--- src/rtl/set_duty_pkg.sv ---
// Shared widths and duty/gap types for the set_duty_ramp slew limiter.
package set_duty_pkg;

  localparam int unsigned DUTY_W_DEF = 20;
  localparam int unsigned GAP_W_DEF  = 12;

  typedef logic [DUTY_W_DEF-1:0] duty_t;
  typedef logic [GAP_W_DEF-1:0]  gap_t;

endpackage

--- src/rtl/set_duty_tick.sv ---
// Step prescaler: one-cycle tick every STEP_DIV clocks, first tick STEP_DIV edges after reset.
module set_duty_tick #(
  parameter int unsigned STEP_DIV = 1
) (
  input  logic clk,
  input  logic rst_n,
  output logic tick
);

  localparam logic [15:0] LAST = 16'(STEP_DIV - 1);

  logic [15:0] cnt;

  assign tick = (cnt == LAST);

  always_ff @(posedge clk or negedge rst_n) begin
    if (!rst_n) begin
      cnt <= '0;
    end else if (tick) begin
      cnt <= '0;
    end else begin
      cnt <= cnt + 16'd1;
    end
  end

endmodule

--- src/rtl/set_duty_ramp.sv ---
// Slew-rate limiter for a PWM duty command: duty_out steps toward duty_need by at most duty_gap per tick.
// Optional `SET_DUTY_DONE_EN adds the registered duty_done output.
module set_duty_ramp
  import set_duty_pkg::*;
#(
  parameter int unsigned        DUTY_W   = DUTY_W_DEF,
  parameter int unsigned        GAP_W    = GAP_W_DEF,
  parameter int unsigned        STEP_DIV = 1,
  parameter logic [DUTY_W-1:0]  RST_DUTY = '0
) (
  input  logic              clk,
  input  logic              rst_n,
  input  logic [DUTY_W-1:0] duty_need,
  input  logic [GAP_W-1:0]  duty_gap,
  output logic [DUTY_W-1:0] duty_out
`ifdef SET_DUTY_DONE_EN
  ,
  output logic              duty_done
`endif
);

  logic              tick;
  logic              up;
  logic [DUTY_W:0]   need_x;
  logic [DUTY_W:0]   out_x;
  logic [DUTY_W:0]   gap_x;
  logic [DUTY_W:0]   diff;
  logic [DUTY_W:0]   step;
  logic [DUTY_W-1:0] duty_next;

  set_duty_tick #(
    .STEP_DIV (STEP_DIV)
  ) u_tick (
    .clk   (clk),
    .rst_n (rst_n),
    .tick  (tick)
  );

  // Step is clamped to the remaining distance, so neither overshoot nor wrap can occur.
  always_comb begin
    need_x    = {1'b0, duty_need};
    out_x     = {1'b0, duty_out};
    gap_x     = (DUTY_W + 1)'(duty_gap);
    up        = (duty_need > duty_out);
    diff      = up ? (need_x - out_x) : (out_x - need_x);
    step      = (gap_x < diff) ? gap_x : diff;
    duty_next = up ? (duty_out + DUTY_W'(step)) : (duty_out - DUTY_W'(step));
  end

  always_ff @(posedge clk or negedge rst_n) begin
    if (!rst_n) begin
      duty_out <= RST_DUTY;
    end else if (tick) begin
      duty_out <= duty_next;
    end
  end

`ifdef SET_DUTY_DONE_EN
  always_ff @(posedge clk or negedge rst_n) begin
    if (!rst_n) begin
      duty_done <= 1'b0;
    end else begin
      duty_done <= (duty_out == duty_need);
    end
  end
`endif

endmodule

--- config.mk ---
export PLATFORM = sky130hd
export DESIGN_NAME = set_duty_ramp
export DESIGN_NICKNAME = d
export VERILOG_FILES = /design/src/rtl/set_duty_pkg.sv /design/src/rtl/set_duty_tick.sv /design/src/rtl/set_duty_ramp.sv
export SDC_FILE = /design/constraint.sdc
export NUM_CORES = 1
export LEC_CHECK = 0
export CORE_UTILIZATION = 45
export DETAILED_ROUTE_END_ITERATION = 8
export PLACE_DENSITY = 0.66
export SYNTH_ARGS = -nofsm -noshare
export SYNTH_HDL_FRONTEND = slang
export SYNTH_SLANG_ARGS = --single-unit
--- constraint.sdc ---
create_clock -name clk -period 23.4 [get_ports clk]
set_input_delay 2.34 -clock clk [delete_from_list [all_inputs] [get_ports clk]]
set_output_delay 2.34 -clock clk [all_outputs]
set_load 0.03 [all_outputs]
Yosys cells after proc, flatten, opt, wreduce, memory -nomap -nowiden
Index checks and enable logic that the tools add are counted.
- register bits after elaboration: 36
- input port bits: 34
- output and inout port bits: 20
- add/sub/neg operators: 5
- $lt $le $gt $ge: 2
- mux-type cells: 4
- reductions and logical operators: 1
- operator list (cell ; number):
    subtractor 20 x 20 -> 21 bit ; 2
    2-to-1 mux 20 bit ; 2
    < comparator 12 x 21 -> 1 bit ; 1
    2-to-1 mux 21 bit ; 1
    adder 20 bit ; 1
    > comparator 20 bit ; 1
    subtractor 20 bit ; 1
    adder 16 x 1 -> 16 bit, second input constant ; 1
    logical NOT 16 bit ; 1
    2-to-1 mux 16 bit ; 1

Logic depth before layout (Yosys ltp)
Gate-level depths: netlist of run 1.
- depth after elaboration: 6
- mapped depth: 43

Modules after synthesis
From an unflattened synthesis of run 1, not the netlist that was laid out.
- cells, all modules: 712
- area total of the unflattened synthesis: 5605.4 um^2
- modules (own cells, without submodules) (module ; instances ; cells each ; area an instance (um^2)):
    set_duty_ramp ; 1 ; 644 ; 4819.6
    set_duty_tick ; 1 ; 68 ; 785.8

Worst setup path before layout of run 1
OpenSTA, ideal clock, no wires.
- path kind: input -> register
- start point: input port duty_need[2]
- end point: register duty_out[18]
- arrival: 9407 ps
- data required time: 23264 ps
- path slack: 13857 ps
- cell stages on the path: 42
- path through: inv_1 ha_1 buf_2 nor2_4 a211oi_2 or3_1 a31o_1 buf_6 o21ai_4 buf_6 buf_2 a21oi_1 ha_1 o21a_1 o21a_1 o21ai_0 nand2b_1 a21oi_1 [6 not listed] mux2i_1 inv_1 ha_1 a21oi_1 fa_1 a21o_1 a21oi_1 o21bai_1 a21oi_1 o21bai_1 a21oi_1 o21ai_0 o21ai_0 o21ai_0 o41a_1 a21oi_1 xor2_1 o21ai_0
- cells in the longest elaborated chain, start to end: 6
- RTL lines (what ; line ; text):
    from (decl) ; set_duty_ramp.sv:13 ; input logic [DUTY_W-1:0] duty_need,
    subtractor 20 x 20 -> 21 bit or > comparator 20 bit (tied branches) ; set_duty_ramp.sv:45, set_duty_ramp.sv:44 ;
    2-to-1 mux 21 bit ; set_duty_ramp.sv:45 ; diff = up ? (need_x - out_x) : (out_x - need_x);
    < comparator 12 x 21 -> 1 bit ; set_duty_ramp.sv:46 ; step = (gap_x < diff) ? gap_x : diff;
    2-to-1 mux 20 bit ; set_duty_ramp.sv:46 ;
    subtractor 20 bit or adder 20 bit (tied branches) ; set_duty_ramp.sv:47 ; duty_next = up ? (duty_out + DUTY_W'(step)) : (duty_out - DUTY_W'(step));
    2-to-1 mux 20 bit * ; set_duty_ramp.sv:47 ;
    to (signal assigned) ; set_duty_ramp.sv:54 ; duty_out <= duty_next;
    to (decl) ; set_duty_ramp.sv:15 ; output logic [DUTY_W-1:0] duty_out
Mark *: on every way between the ends. The rest lies on a longest branch, timed or not.
A chain may end at the register's enable or synchronous reset.

Worst setup path after layout of run 1
- start point: input port duty_need[3]
- end point: register duty_out[18]
The elaborated chain is that of the path after synthesis.

==> results.yml, run 1 <==
die:
  io_pins: 54
  core_area_um2: 12100
  start_util_pct: 46.4
  die_x_um: 114
  die_y_um: 114
  dieArea_um2: 12900
  num_rows: 40
timing:
  rsz0062_at_grt: "no"
  fin_worst_skew_ns: 0.00441
  slew_violations: 0
  finalHoldViolCount: 0
  fmax_mhz: 88.7
  setup_tns_ns: 0
  tightest_slew_ns: 0.997
  period_share_pct: 48.2
  slew-limit-headroom_pct: 33.3
  min_period_ns: 11.27
  finalSetupViolations: 0
  postLayoutSetupSlackWorst_ns: 12.13
clock_network:
  cts_setup_buffers: 0
  hold_buffers: 0
  cts_resized: 0
  cts_buffers: 5
  insertion_delay_ns: 0.28
  clockRootBuffer: "clkbuf_16"
  cts_buffer_depth: 2
  clock-sinks: 36
  path_clk_slew_ns: 0.05
  cts_tree: "built"
  htreeDepth: 2
logic_synthesis:
  synth.avg_cell_area_um2: 7.70
  synth.area.top_cells: "dfrtp_1, ha_1, o21ai_0"
  synth.largest_area_cell: "dfrtp_1"
  synth_nets: 836
  synth_flop_cell: "dfrtp_1"
  yosys_warnings: 0
  yosysSeqAreaShare_pct: 16.1
  synth_edf_count: 0
  synth_cell_types: 77
  netlist_instances: 727
  ys_seq_elements: 36
  synthArstFlopShare_pct: 100
  syn_area_um2: 5600
  netlist.area_leader.share_pct: 16.1
drt:
  vias_per_cell: 5.74
  vias: 5352
  wl_per_cell_um: 17.0
  dr.pass1.iters: 5
  routed_wl_mm: 15.9
  postRouteAntennaNets: 0
  drtIter0Drc: 446
  drc: 0
critical_path:
  worst_path_most_repeated_cell: "o21ai_0"
  startpoint_type: "primary input"
  slowest_delay_ns: 0.82
  worstPathMaxFanout: 35
  cp.arrival_ns: 11.41
  crit_family: "compound AO/OA/AOI/OAI gates"
  required_ns: 23.54
  cp-end-kind: "flip-flop"
  worstSetupPathType: "in2reg"
  critPathBufInv: 3
  cpMaxStageDelayCell: "o21ai_4"
finish:
  antenna_cells: 0
  syn_to_final_growth_pct: 13.8
  nets: 872
  nFillCells: 1178
  drive_above_1_share_pct: 4.71
  multi_input_area_um2: 4300
  seqCellArea_um2: 901
placement:
  place_ws_ns: 11.94
  globalplace.congestion: 0.920
  dp_hpwl_mm: 12.8
  placement.io_buffers: 53
global_routing:
  grt_pass1_vias: 5066
  grt_pass1_wl_mm: 25.7
  grtUsageTotal_pct: 25.2
  grt_overflow: 0
  grt_start_max_net_pins: 37
  antenna_found_initial: 0
flow_run:
  maxCapViolCount: 0
worst_hold_path:
  hold_class: "reg2reg"
run_status:
  outcome: "complete, no violations"
metrics by stage:
step | cells | hold WS, ns | utilization [%] | area, um2
floorplan | 727 | 0.446 | - | 5600
global placement | 924 | 0.469 | 51.5 | 6210
detailed placement | 924 | 0.466 | 51.5 | 6210
CTS | 932 | 0.479 | 52.8 | 6360
global route | 932 | 0.486 | 52.8 | 6360
finish | 932 | 0.479 | 52.8 | 6360
synth_stat cells, drive strengths merged (7+ instances only):
cell     n
nor2b    9
inv     67
xnor2   33
o21ai   65
clkbuf   8
xor2    29
and2    10
or3      7
dfrtp   36
nor4     8
nand3   19
nor3    18
buf     19
a21oi   57
a211oi   8
ha      72
nand2b  10
a21o    17
o211ai  11
nand2   57
o21a    13
and4     7
mux2i   12
nor2    52
sequential cells by signal (all words and copies together) (netlist names):
register	count
duty_out	20
u_tick.cnt	16
worst paths after layout:
check | to | cells after the start | startpoint | slack, ns
setup / recovery | duty_out[18] | 38 | duty_need[3] | 12.13
hold / removal | u_tick.cnt[15] | 1 | u_tick.cnt[15] | 0.48
setup reg to reg | duty_out[18] | 36 | duty_out[12] | 14.21
hold reg to reg | u_tick.cnt[15] | 1 | u_tick.cnt[15] | 0.48
max in group asynchronous | duty_out[17] | 2 | rst_n | 20.57
min in group asynchronous | duty_out[0] | 2 | rst_n | 2.48
layer usage:
metal / part of all wire [%] / up-vias / wire length, um / global-route usage, %
li1: - / 2669 / - / -
met1: 47 / 2528 / 7430 / 34.3
met2: 46 / 134 / 7330 / 41.5
met3: 5.3 / 21 / 840 / 3.77
met4: 1.6 / 0 / 258 / 6.75
met5: 0 / - / 0 / 0
layout make-up:
| type | count | area share, % |
|---|---|---|
| multi-input combinational | 597 | 67.5 |
| clock inverter | 1 | 0.118 |
| timing repair buffer | 56 | 8.69 |
| inverter | 67 | 3.95 |
| sequential | 36 | 14.2 |
| clock buffer | 7 | 2.24 |
| tap | 168 | 3.30 |
placed cells by master, fill, tap and decap left out, types with 3 or more instances in the layout:
master and count:
clkdlybuf4s50_1 53, mux2i_1 12, ha_1 72, dfrtp_1 36, o2111ai_1 3, a31oi_1 6, o21ai_1 5, a21oi_1 55
o21bai_1 3, o31ai_1 5, clkbuf_16 5, a211oi_1 6, a21o_1 16, nor3_1 17, o21ai_0 58, o311ai_0 3
nand2b_1 9, a31o_2 4, xnor2_1 33, xor2_1 29, or3_1 7, nand3_1 19, and4_1 7, and3_1 4
buf_4 3, o211ai_1 10, nand2_1 57, a211o_1 6, and2_1 9, fa_1 3, o31a_1 5, nand4_1 4
nor3b_1 4, inv_1 67, nor4_1 7, o21a_1 13, nor2_1 51, nor2b_1 9
worst register-to-register path: cells and delay by family (launching register included):
| kind | cells | cell delay (ns) |
|---|---|---|
| flops | 1 | 0.48 |
| buf+inv | 1 | 0.24 |
| compound gates | 24 | 5.54 |
| fa+ha+maj | 5 | 1.74 |
| xor+xnor | 3 | 0.80 |
| simple gates | 3 | 0.24 |
logic make-up after synthesis:
family          after synthesis  share of synthesized area, %
flops                        36                          16.1
mux                          15                          2.75
simple gates                214                          19.3
buf+inv                      94                          7.07
fa+ha+maj                    76                          17.4
xor+xnor                     62                          9.70
compound gates              230                          27.7
Power of run 1 is not shown: default switching activity piles up to over one toggle a cycle in this logic, so the estimate is an artifact.
==> run 2, diff against run 1 <==
--- a/config.mk
+++ b/config.mk
@@ -7,7 +7,7 @@
 export LEC_CHECK = 0
 export CORE_UTILIZATION = 45
 export DETAILED_ROUTE_END_ITERATION = 8
-export PLACE_DENSITY = 0.66
+export PLACE_DENSITY = 0.69
 export SYNTH_ARGS = -nofsm -noshare
 export SYNTH_HDL_FRONTEND = slang
 export SYNTH_SLANG_ARGS = --single-unit
==> constraint.sdc (replaced) <==
create_clock -name clk -period 9.7 [get_ports clk]
set_input_delay 0.97 -clock clk [delete_from_list [all_inputs] [get_ports clk]]
set_output_delay 0.97 -clock clk [all_outputs]
set_load 0.03 [all_outputs]
==> results.yml, run 2 (synthesis gave the netlist of run 1 again) <==
run_status:
  outcome: "complete, no violations"
global_routing:
  antenna_found_initial: 0
  grt_pass1_vias: 5391
  grtUsageTotal_pct: 25.4
  grt_pass1_wl_mm: 26.3
  grt_overflow: 0
  grt_start_max_net_pins: 42
timing:
  fmax_mhz: 111
  slew-limit-headroom_pct: 59.1
  slew_violations: 0
  whs_ns: 0.491
  rsz0062_at_grt: "no"
  setup_tns_ns: 0
  tightest_slew_ns: 0.613
  finalSetupViolations: 0
  period_share_pct: 92.6
  finalHoldViolCount: 0
  fin_worst_skew_ns: 0.00708
  min_period_ns: 8.99
finish:
  reg_top3: "duty_out: 20 flops, u_tick.cnt: 16 flops"
  fin_cells: 946
  nets: 887
  regMostFlops: "duty_out"
  largest_reg_flops: 20
  drive_above_1_share_pct: 6.94
  final_common_cell: "ha_1"
  mostFrequentLayoutCells: "ha_1, inv_1, nand2_1, o21ai_0, a21oi_1"
  syn_to_final_growth_pct: 16.1
  antenna_cells: 0
die:
  start_util_pct: 46.4
  io_pins: 54
  die_x_um: 114
  num_rows: 40
  core_area_um2: 12100
  dieArea_um2: 12900
  die_y_um: 114
placement:
  placed_cells: 934
  dp_hpwl_mm: 13.1
  globalplace.congestion: 1.03
  placement.io_buffers: 53
clock_network:
  cts_buffer_depth: 2
  path_clk_slew_ns: 0.06
  cts_tree: "built"
  htreeDepth: 2
  insertion_delay_ns: 0.28
  hold_buffers: 0
  clock-sinks: 36
  cts_buffers: 5
  clockRootBuffer: "clkbuf_16"
critical_path:
  worstSetupPathType: "in2reg"
  cp.arrival_ns: 9.14
  slowest_delay_ns: 0.49
  cpMaxStageDelayCell: "nor4_4"
  worstPathMaxFanout: 10
  startpoint_type: "primary input"
  required_ns: 9.85
  worstRegToRegCells: 34
  worst_path_most_repeated_cell: "a21oi_1"
  cp-end-kind: "flip-flop"
worst_hold_path:
  hold_class: "reg2reg"
  hold_depth: 1
drt:
  drtIter0Drc: 482
  routed_wl_mm: 16.5
  wl_per_cell_um: 17.4
  dr.pass1.iters: 5
  drc: 0
  vias_per_cell: 5.97
  vias: 5648
  postRouteAntennaNets: 0
flow_run:
  maxCapViolCount: 0
[run 2: cell types whose count changed in the layout (fill, tap and decap cells not counted), sizes merged]
cell      previous run  this run
clkinvlp             1         0
o21ai               65        67
buf                  3        16
[run 2: cell type report]
class,instances,area [um2]
Multi-Input combinational cell,599,4330
Sequential cell,36,901
Fill cell,1137,5570
Tap cell,168,210
Clock buffer,7,153
Inverter,67,251
Timing Repair Buffer,69,651
[run 2: what timing repair did]
item,in CTS,in global routing
setup buffers,0,3
setup endpoints to repair,0,3
resized for setup,0,5
[run 2: worst paths after layout]
kind / endpoint / start / slack (ns)
worst max-delay path: duty_out[18] / duty_need[5] / 0.71
worst min-delay path: u_tick.cnt[15] / u_tick.cnt[15] / 0.49
worst max register to register: duty_out[18] / duty_out[7] / 1.43
worst min register to register: u_tick.cnt[15] / u_tick.cnt[15] / 0.49
max in group asynchronous: duty_out[12] / rst_n / 8.22
min in group asynchronous: duty_out[0] / rst_n / 1.13
[run 2: per-layer routing]
layer,up-vias,share of wire (%),track usage (%)
met5,-,0,0
met4,0,1.7,7.11
met3,25,6.1,3.45
met2,189,47,42.5
met1,2721,45,34.1
li1,2713,-,-
[run 2: stage by stage]
step / utilization, % / area [um2] / setup slack (ns)
3_5_place_dp: 52.1 / 6290 / 0.167
2_1_floorplan: - / 5600 / 1.53
4_1_cts: 53.4 / 6440 / 0.452
5_1_grt: 53.9 / 6500 / 0.0213
3_3_place_gp: 52.1 / 6290 / 0.450
6_report: 53.9 / 6500 / 0.714
[run 2: critical path: cells and delay by family]
kind / cells / cell delay [ns]
buf+inv: 4 / 0.78
xor+xnor: 1 / 0.15
simple gates: 3 / 1.06
mux: 2 / 0.62
fa+ha+maj: 5 / 1.68
compound gates: 21 / 3.86
Power of run 2 is left out for the same reason.
